`config.mk`:
```
export PLATFORM = sky130hd
export DESIGN_NAME = led_chaser8
export DESIGN_NICKNAME = d
export VERILOG_FILES = /design/src/rtl/led_chaser8.sv
export SDC_FILE = /design/constraint.sdc
export NUM_CORES = 1
export LEC_CHECK = 0
export CAP_MARGIN = 20
export CORE_AREA = 2 2 57 48
export DETAILED_ROUTE_END_ITERATION = 6
export DIE_AREA = 0 0 59 50
export PLACE_DENSITY = 0.74
export SKIP_LAST_GASP = 1
export SLEW_MARGIN = 20
export SYNTH_ARGS = -nofsm -noshare
export SYNTH_HDL_FRONTEND = slang
export SYNTH_SLANG_ARGS = --single-unit
```
`constraint.sdc`:
```
create_clock -name clk -period 1.9 [get_ports clk]
set_input_delay 0.38 -clock clk [delete_from_list [all_inputs] [get_ports clk]]
set_output_delay 0.38 -clock clk [all_outputs]
set_load 0.05 [all_outputs]
```
`src/rtl/led_chaser8.sv`:
```
// led_chaser8: switch-selected rate and pattern mode drive a registered LED chaser.
// Define LED_CHASER_DEBOUNCE_EN to require DEB_CYCLES of stable switches before acceptance.
module led_chaser8 #(
  parameter int unsigned W          = 8,
  parameter int unsigned DEB_CYCLES = 500000,
  parameter int unsigned DEB_BITS   = 20
) (
  input  logic         clk,
  input  logic         reset,
  input  logic [3:0]   rate_in,
  input  logic [3:0]   sw,
  output logic [W-1:0] led,
  output logic         step
);

  localparam logic [1:0] MODE_ROTL   = 2'b00;
  localparam logic [1:0] MODE_ROTR   = 2'b01;
  localparam logic [1:0] MODE_BOUNCE = 2'b10;
  localparam logic [1:0] MODE_FILL   = 2'b11;

  localparam logic DIR_LEFT  = 1'b0;
  localparam logic DIR_RIGHT = 1'b1;
  localparam logic PH_FILL   = 1'b0;
  localparam logic PH_CLEAR  = 1'b1;

  if (W < 2 || DEB_CYCLES == 0 || (DEB_CYCLES >> DEB_BITS) != 0) begin : g_bad_params
    $error("led_chaser8: need W >= 2, DEB_CYCLES > 0 and 2**DEB_BITS > DEB_CYCLES");
  end

  logic [3:0]   sync1_q, sync2_q;
  logic [3:0]   sw_s;
  logic [3:0]   sw_q, sw_q_d;
  logic         sel;
  logic         prev_q, prev_d;
  logic         step_q, step_d;
  logic [W-1:0] led_q, led_d;
  logic         dir_q, dir_d;
  logic         phase_q, phase_d;

  assign sw_s = sync2_q;

  always_ff @(posedge clk or posedge reset) begin
    if (reset) begin
      sync1_q <= '0;
      sync2_q <= '0;
    end else begin
      sync1_q <= sw;
      sync2_q <= sync1_q;
    end
  end

`ifdef LED_CHASER_DEBOUNCE_EN
  logic [DEB_BITS-1:0] deb_cnt_q, deb_cnt_d;
  logic [3:0]          sw_s_last_q;

  // Count only while sw_s differs from the accepted value and has not moved since last cycle.
  always_comb begin
    sw_q_d    = sw_q;
    deb_cnt_d = '0;
    if (sw_s != sw_q && sw_s == sw_s_last_q) begin
      if (deb_cnt_q == DEB_BITS'(DEB_CYCLES - 1)) begin
        sw_q_d = sw_s;
      end else begin
        deb_cnt_d = deb_cnt_q + DEB_BITS'(1);
      end
    end
  end

  always_ff @(posedge clk or posedge reset) begin
    if (reset) begin
      deb_cnt_q   <= '0;
      sw_s_last_q <= '0;
    end else begin
      deb_cnt_q   <= deb_cnt_d;
      sw_s_last_q <= sw_s;
    end
  end
`else
  always_comb begin
    sw_q_d = sw_s;
  end
`endif

  // Reloads key off sw_q_d so the pattern reloads on the same edge that sw_q is accepted.
  always_comb begin
    sel     = rate_in[sw_q[1:0]];
    prev_d  = sel;
    if (sw_q_d[1:0] != sw_q[1:0]) begin
      prev_d = rate_in[sw_q_d[1:0]];
    end
    step_d  = sel & ~prev_q;

    led_d   = led_q;
    dir_d   = dir_q;
    phase_d = phase_q;
    if (sw_q_d[3:2] != sw_q[3:2]) begin
      case (sw_q_d[3:2])
        MODE_ROTR: led_d = {1'b1, {(W-1){1'b0}}};
        MODE_FILL: led_d = '0;
        default:   led_d = W'(1);
      endcase
      dir_d   = DIR_LEFT;
      phase_d = PH_FILL;
    end else if (step_q) begin
      case (sw_q[3:2])
        MODE_ROTL: led_d = {led_q[W-2:0], led_q[W-1]};
        MODE_ROTR: led_d = {led_q[0], led_q[W-1:1]};
        MODE_BOUNCE: begin
          if (dir_q == DIR_LEFT && led_q[W-1]) begin
            dir_d = DIR_RIGHT;
            led_d = {1'b0, led_q[W-1:1]};
          end else if (dir_q == DIR_RIGHT && led_q[0]) begin
            dir_d = DIR_LEFT;
            led_d = {led_q[W-2:0], 1'b0};
          end else if (dir_q == DIR_LEFT) begin
            led_d = {led_q[W-2:0], 1'b0};
          end else begin
            led_d = {1'b0, led_q[W-1:1]};
          end
        end
        default: begin
          if (phase_q == PH_FILL) begin
            led_d = {led_q[W-2:0], 1'b1};
            if (&led_d) phase_d = PH_CLEAR;
          end else begin
            led_d = {led_q[W-2:0], 1'b0};
            if (led_d == '0) phase_d = PH_FILL;
          end
        end
      endcase
    end
  end

  always_ff @(posedge clk or posedge reset) begin
    if (reset) begin
      sw_q    <= '0;
      prev_q  <= 1'b0;
      step_q  <= 1'b0;
      led_q   <= W'(1);
      dir_q   <= DIR_LEFT;
      phase_q <= PH_FILL;
    end else begin
      sw_q    <= sw_q_d;
      prev_q  <= prev_d;
      step_q  <= step_d;
      led_q   <= led_d;
      dir_q   <= dir_d;
      phase_q <= phase_d;
    end
  end

  assign led  = led_q;
  assign step = step_q;

endmodule
```
## After elaboration in Yosys (flattened, before gate mapping)

Index checks and enable logic that the tools add are counted.

- Bitwise operators: 3
- Reduce and logical (&&, ||, !) cells: 11
- Muxes and demuxes: 24
- Magnitude comparators: 2
- Equal/unequal tests: 7

Operator list:

| cell | count |
|---|---|
| 8-bit two-way mux | 5 |
| 8-bit case mux with 3 select lines | 1 |
| 8-bit case mux with 2 select lines | 1 |
| 1-bit two-way mux | 15 |
| 7-bit logical NOT | 1 |
| 7-bit AND reduction | 1 |
| 2-bit by 3-bit less-than comparator with 1-bit output, second input constant | 2 |
| 1-bit binary-select mux with 2-bit select | 2 |
| 2-bit by 1-bit equality test with 1-bit output, second input constant | 2 |
| 2-bit equality test, second input constant | 2 |
| 2-bit inequality test | 2 |
| 2-bit nonzero test | 2 |
| 3-bit AND reduction | 1 |
| 3-bit nonzero test | 1 |
| 3-bit OR reduction | 1 |
| 1-bit logical AND | 2 |
| 2-bit logical NOT | 1 |
| 2-bit by 1-bit inequality test with 1-bit output, second input constant | 1 |
| 1-bit inverter | 2 |
| 2-bit AND reduction | 1 |
| 1-bit bitwise AND | 1 |

- Register bits: 24
- Output and inout bits: 9

## Logic depth before layout (Yosys ltp)

- Depth in word-level cells: 6
- Mapped depth: 5
- Mapped depth without buffers: 4

## Least setup slack after synthesis

OpenSTA, ideal clock, no wires.

- Kind: register -> register
- Start point: reg led_q[7], in the netlist led[7]
- End point: reg led_q[4], in the netlist led[4]
- Data arrival time: 1.539 ns
- Setup slack: 0.217 ns
- Cell stages (with the launch flop): 5
- Data required time: 1.757 ns
- Library setup time: 0.143 ns
- Period minus slack after synthesis: 1.683 ns
- Path through: dfrtp_1 nor2_2 o31ai_4 mux2i_1 a211oi_2

- Cells in the longest elaborated chain, start to end: 5

RTL lines:

| element | line | source |
|---|---|---|
| from (decl) | 36 | `logic [W-1:0] led_q, led_d;` |
| from (signal assigned) | 146 | `led_q <= led_d;` |
| 1-bit logical AND | 109 | `if (dir_q == DIR_LEFT && led_q[W-1]) begin` |
| 8-bit two-way mux | 109 |  |
| 8-bit case mux with 3 select lines | 105 | `case (sw_q[3:2])` |
| 8-bit two-way mux | 104 | `end else if (step_q) begin` |
| 8-bit two-way mux | 96 | `if (sw_q_d[3:2] != sw_q[3:2]) begin` |

Every way passes these cells. The select of a mux whose other input is x is not followed.
A chain may end at the register's enable or synchronous reset.

## Final worst setup path

- Start point: reg step_q, in the netlist step
- End point: out step

RTL lines:

| element | line | source |
|---|---|---|
| from (decl) | 35 | `logic step_q, step_d;` |
| from (signal assigned) | 145 | `step_q <= step_d;` |
| to (decl) | 13 | `output logic step` |

No word-level cell between the ends.

==> results.py <==
metrics = {
    "drt": {
        "drc_errors": 0,
        "drtIter0Drc": 51,
        "avgRoutedWirePerCell_um": 14.9,
        "wl_um": 2210,
        "first_pass_iters": 4,
        "num_vias": 888,
        "viasPerCell": 6.00,
        "drt.antenna.violating_nets": 0,
    },
    "synthesis": {
        "synthArstFlopShare": 1.00,
        "ys.flop_type": "dfrtp_1",
        "synth.cell_area_um2": 1150,
        "synth_edf_count": 0,
        "ys_warn_count": 0,
        "synth_area_per_cell_um2": 11.4,
        "synth_nets": 111,
        "ys_seq_elements": 24,
        "ys_seq_area_frac": 0.524,
        "synth_cell_types": 32,
        "synthesis.instances": 101,
    },
    "clocking": {
        "cts.sink_count": 24,
        "cts_max_level": 1,
        "postCtsHoldBufs": 0,
        "clk_pin_slew_ns": 0.14,
        "clock_path_buffers": 2,
        "cts_resized": 0,
        "cts_root_buf": "clkbuf_4",
        "cts_setup_buffers": 0,
        "insertion_delay_ns": 0.33,
        "numCtsBuffers": 3,
        "cts_tree": "done",
    },
    "placement": {
        "hpwl_um": 1580,
        "place_ws_ns": 0.324,
        "portBuffers": 18,
        "postPlaceCellArea_um2": 1350,
        "gp_congestion": 0.837,
    },
    "global_routing": {
        "grt_pass1_vias": 854,
        "overflow": 0,
        "grt_max_degree": 15,
        "grt_pass1_wl_um": 3940,
        "antenna_found_initial": 0,
        "grt_usage": 0.181,
    },
    "timing": {
        "drv_slew": 0,
        "worstMarginPinSlew_ns": 0.383,
        "setup_ws_ns": 0.180,
        "hold_viol_final": 0,
        "tns_ns": 0,
        "finClkSkew_ns": 0.0117,
        "relSlewSlack": 0.744,
        "timing.fmax_mhz": 581,
        "setup_viol": 0,
        "fin_crit_ns": 1.72,
        "period_share": 0.905,
        "grt_setup_unrepaired": "false",
        "hold_slack_ns": 0.302,
    },
    "floorplan": {
        "fp.dieH_um": 50,
        "die_area_um2": 2950,
        "io_pins": 19,
        "initial_utilization": 0.486,
        "die_w_um": 59,
        "row_count": 16,
        "core_um2": 2360,
    },
    "job": {
        "cap_violations": 0,
    },
    "worst_hold_path": {
        "hold_class": "in2async",
    },
    "setup_path": {
        "cp.arrival_ns": 1.34,
        "criticalPathCategory": "reg2out",
        "crit_required_ns": 1.52,
        "crit_path_max_fanout": 13,
        "cp-end-kind": "output pin",
        "startpoint_type": "flip-flop",
    },
    "cells_and_area": {
        "num-fill-cells": 187,
        "final_nets": 132,
        "area_growth_pct": 22.0,
        "drive_gt1_frac": 0.215,
        "fin_area_um2": 1400,
        "n_antenna_cell": 0,
    },
    "power": {
        "powerDensity_nw_per_um2": 862,
        "ir_drop_uv": 480,
        "p_leak_uw": 0.000582,
        "power_uw": 1210,
    },
    "status": {
        "status": "finished clean",
    },
}
-- cells by family after synthesis --
kind of cell    Yosys count  synth area share
simple gates             33             0.163
compound gates           25             0.172
flops                    24             0.524
mux                       9             0.100
buf+inv                   9            0.0327
xor+xnor                  1           0.00763
-- critical path, stage by stage, from the launching register on --
cell	delay, ns
dfrtp_1	0.60
buf_4	0.27
buf_12	0.15
-- metal layers --
metal,track usage,vias to the layer above,routed length (um)
li1,-,408,-
met1,0.245,444,963
met5,0,-,0
met3,0.0472,5,134
met4,0.0947,0,43
met2,0.263,31,1070
-- cells in the mapped netlist, types with 2 or more instances --
cell type / number / area [um2]
o211ai_1: 2 / 15.0
dfrtp_1: 23 / 576
a211oi_2: 4 / 50.1
nand2_1: 4 / 15.0
nor4_1: 4 / 25.0
mux2i_1: 7 / 70.1
o22ai_1: 3 / 18.8
inv_1: 5 / 18.8
a21oi_1: 7 / 35.0
buf_2: 3 / 15.0
mux4_2: 2 / 45.0
o21ai_0: 3 / 15.0
nor2_1: 7 / 26.3
nand2b_1: 6 / 37.5
nor2b_1: 4 / 25.0
-- metrics by stage --
step	util	std cells
after floorplan	-	101
after global placement	0.571	144
after detailed placement	0.571	144
after CTS	0.593	148
after global routing	0.593	148
final	0.593	148
-- power breakdown --
group          total, uW  internal, uW  leakage (uW)  switching [uW]
logic                241           101      0.000256             139
registers            594           543      0.000298            50.2
clock network        374           214     0.0000279             161
-- placed cells by master (no fill, tap or decap), types with 3 or more instances in the layout --
| master | netlist | final |
|---|---|---|
| o21ai_0 | 3 | 3 |
| clkbuf_4 | 0 | 3 |
| nand2_1 | 4 | 4 |
| buf_4 | 0 | 10 |
| clkdlybuf4s50_1 | 0 | 9 |
| a211oi_2 | 4 | 4 |
| nor2b_1 | 4 | 4 |
| nand2b_1 | 6 | 6 |
| a21oi_1 | 7 | 7 |
| dfrtp_1 | 23 | 23 |
| inv_1 | 5 | 5 |
| nor4_1 | 4 | 4 |
| o22ai_1 | 3 | 3 |
| nor2_1 | 7 | 7 |
| mux2i_1 | 7 | 7 |
-- worst paths after layout --
kind / start / to / slack [ns] / depth (start not counted)
max: step$_DFF_PP0_ / step / 0.18 / 2
min: reset / sw_q[2]$_DFF_PP0_ / 0.30 / 2
max reg2reg: sw_q[2]$_DFF_PP0_ / led[2]$_DFFE_PP0P_ / 0.29 / 4
min reg2reg: sync1_q[3]$_DFF_PP0_ / sw_q_d[3]$_DFF_PP0_ / 0.37 / 0
max in group asynchronous: reset / step$_DFF_PP0_ / 1.07 / 3
min in group clk: sync1_q[3]$_DFF_PP0_ / sw_q_d[3]$_DFF_PP0_ / 0.37 / 0
-- layout make-up --
class / count / area (um2) / area share
Sequential cell: 24 / 602 / 0.429
Multi-Input combinational cell: 68 / 509 / 0.363
Timing Repair Buffer: 20 / 185 / 0.132
Tap cell: 27 / 33.8 / 0.0241
Clock inverter: 1 / 30.0 / 0.0214
Clock buffer: 3 / 22.5 / 0.0161
Inverter: 5 / 18.8 / 0.0134
-- state kept, by name, summed over array words and instances (netlist names) --
| name | flops |
|---|---|
| led | 8 |
| sw_q | 4 |
| sw_q_d | 4 |
| sync1_q | 4 |
| dir_q | 1 |
| phase_q | 1 |
| prev_q | 1 |
| step | 1 |
Note: power is estimated with default switching activity, not from simulation.
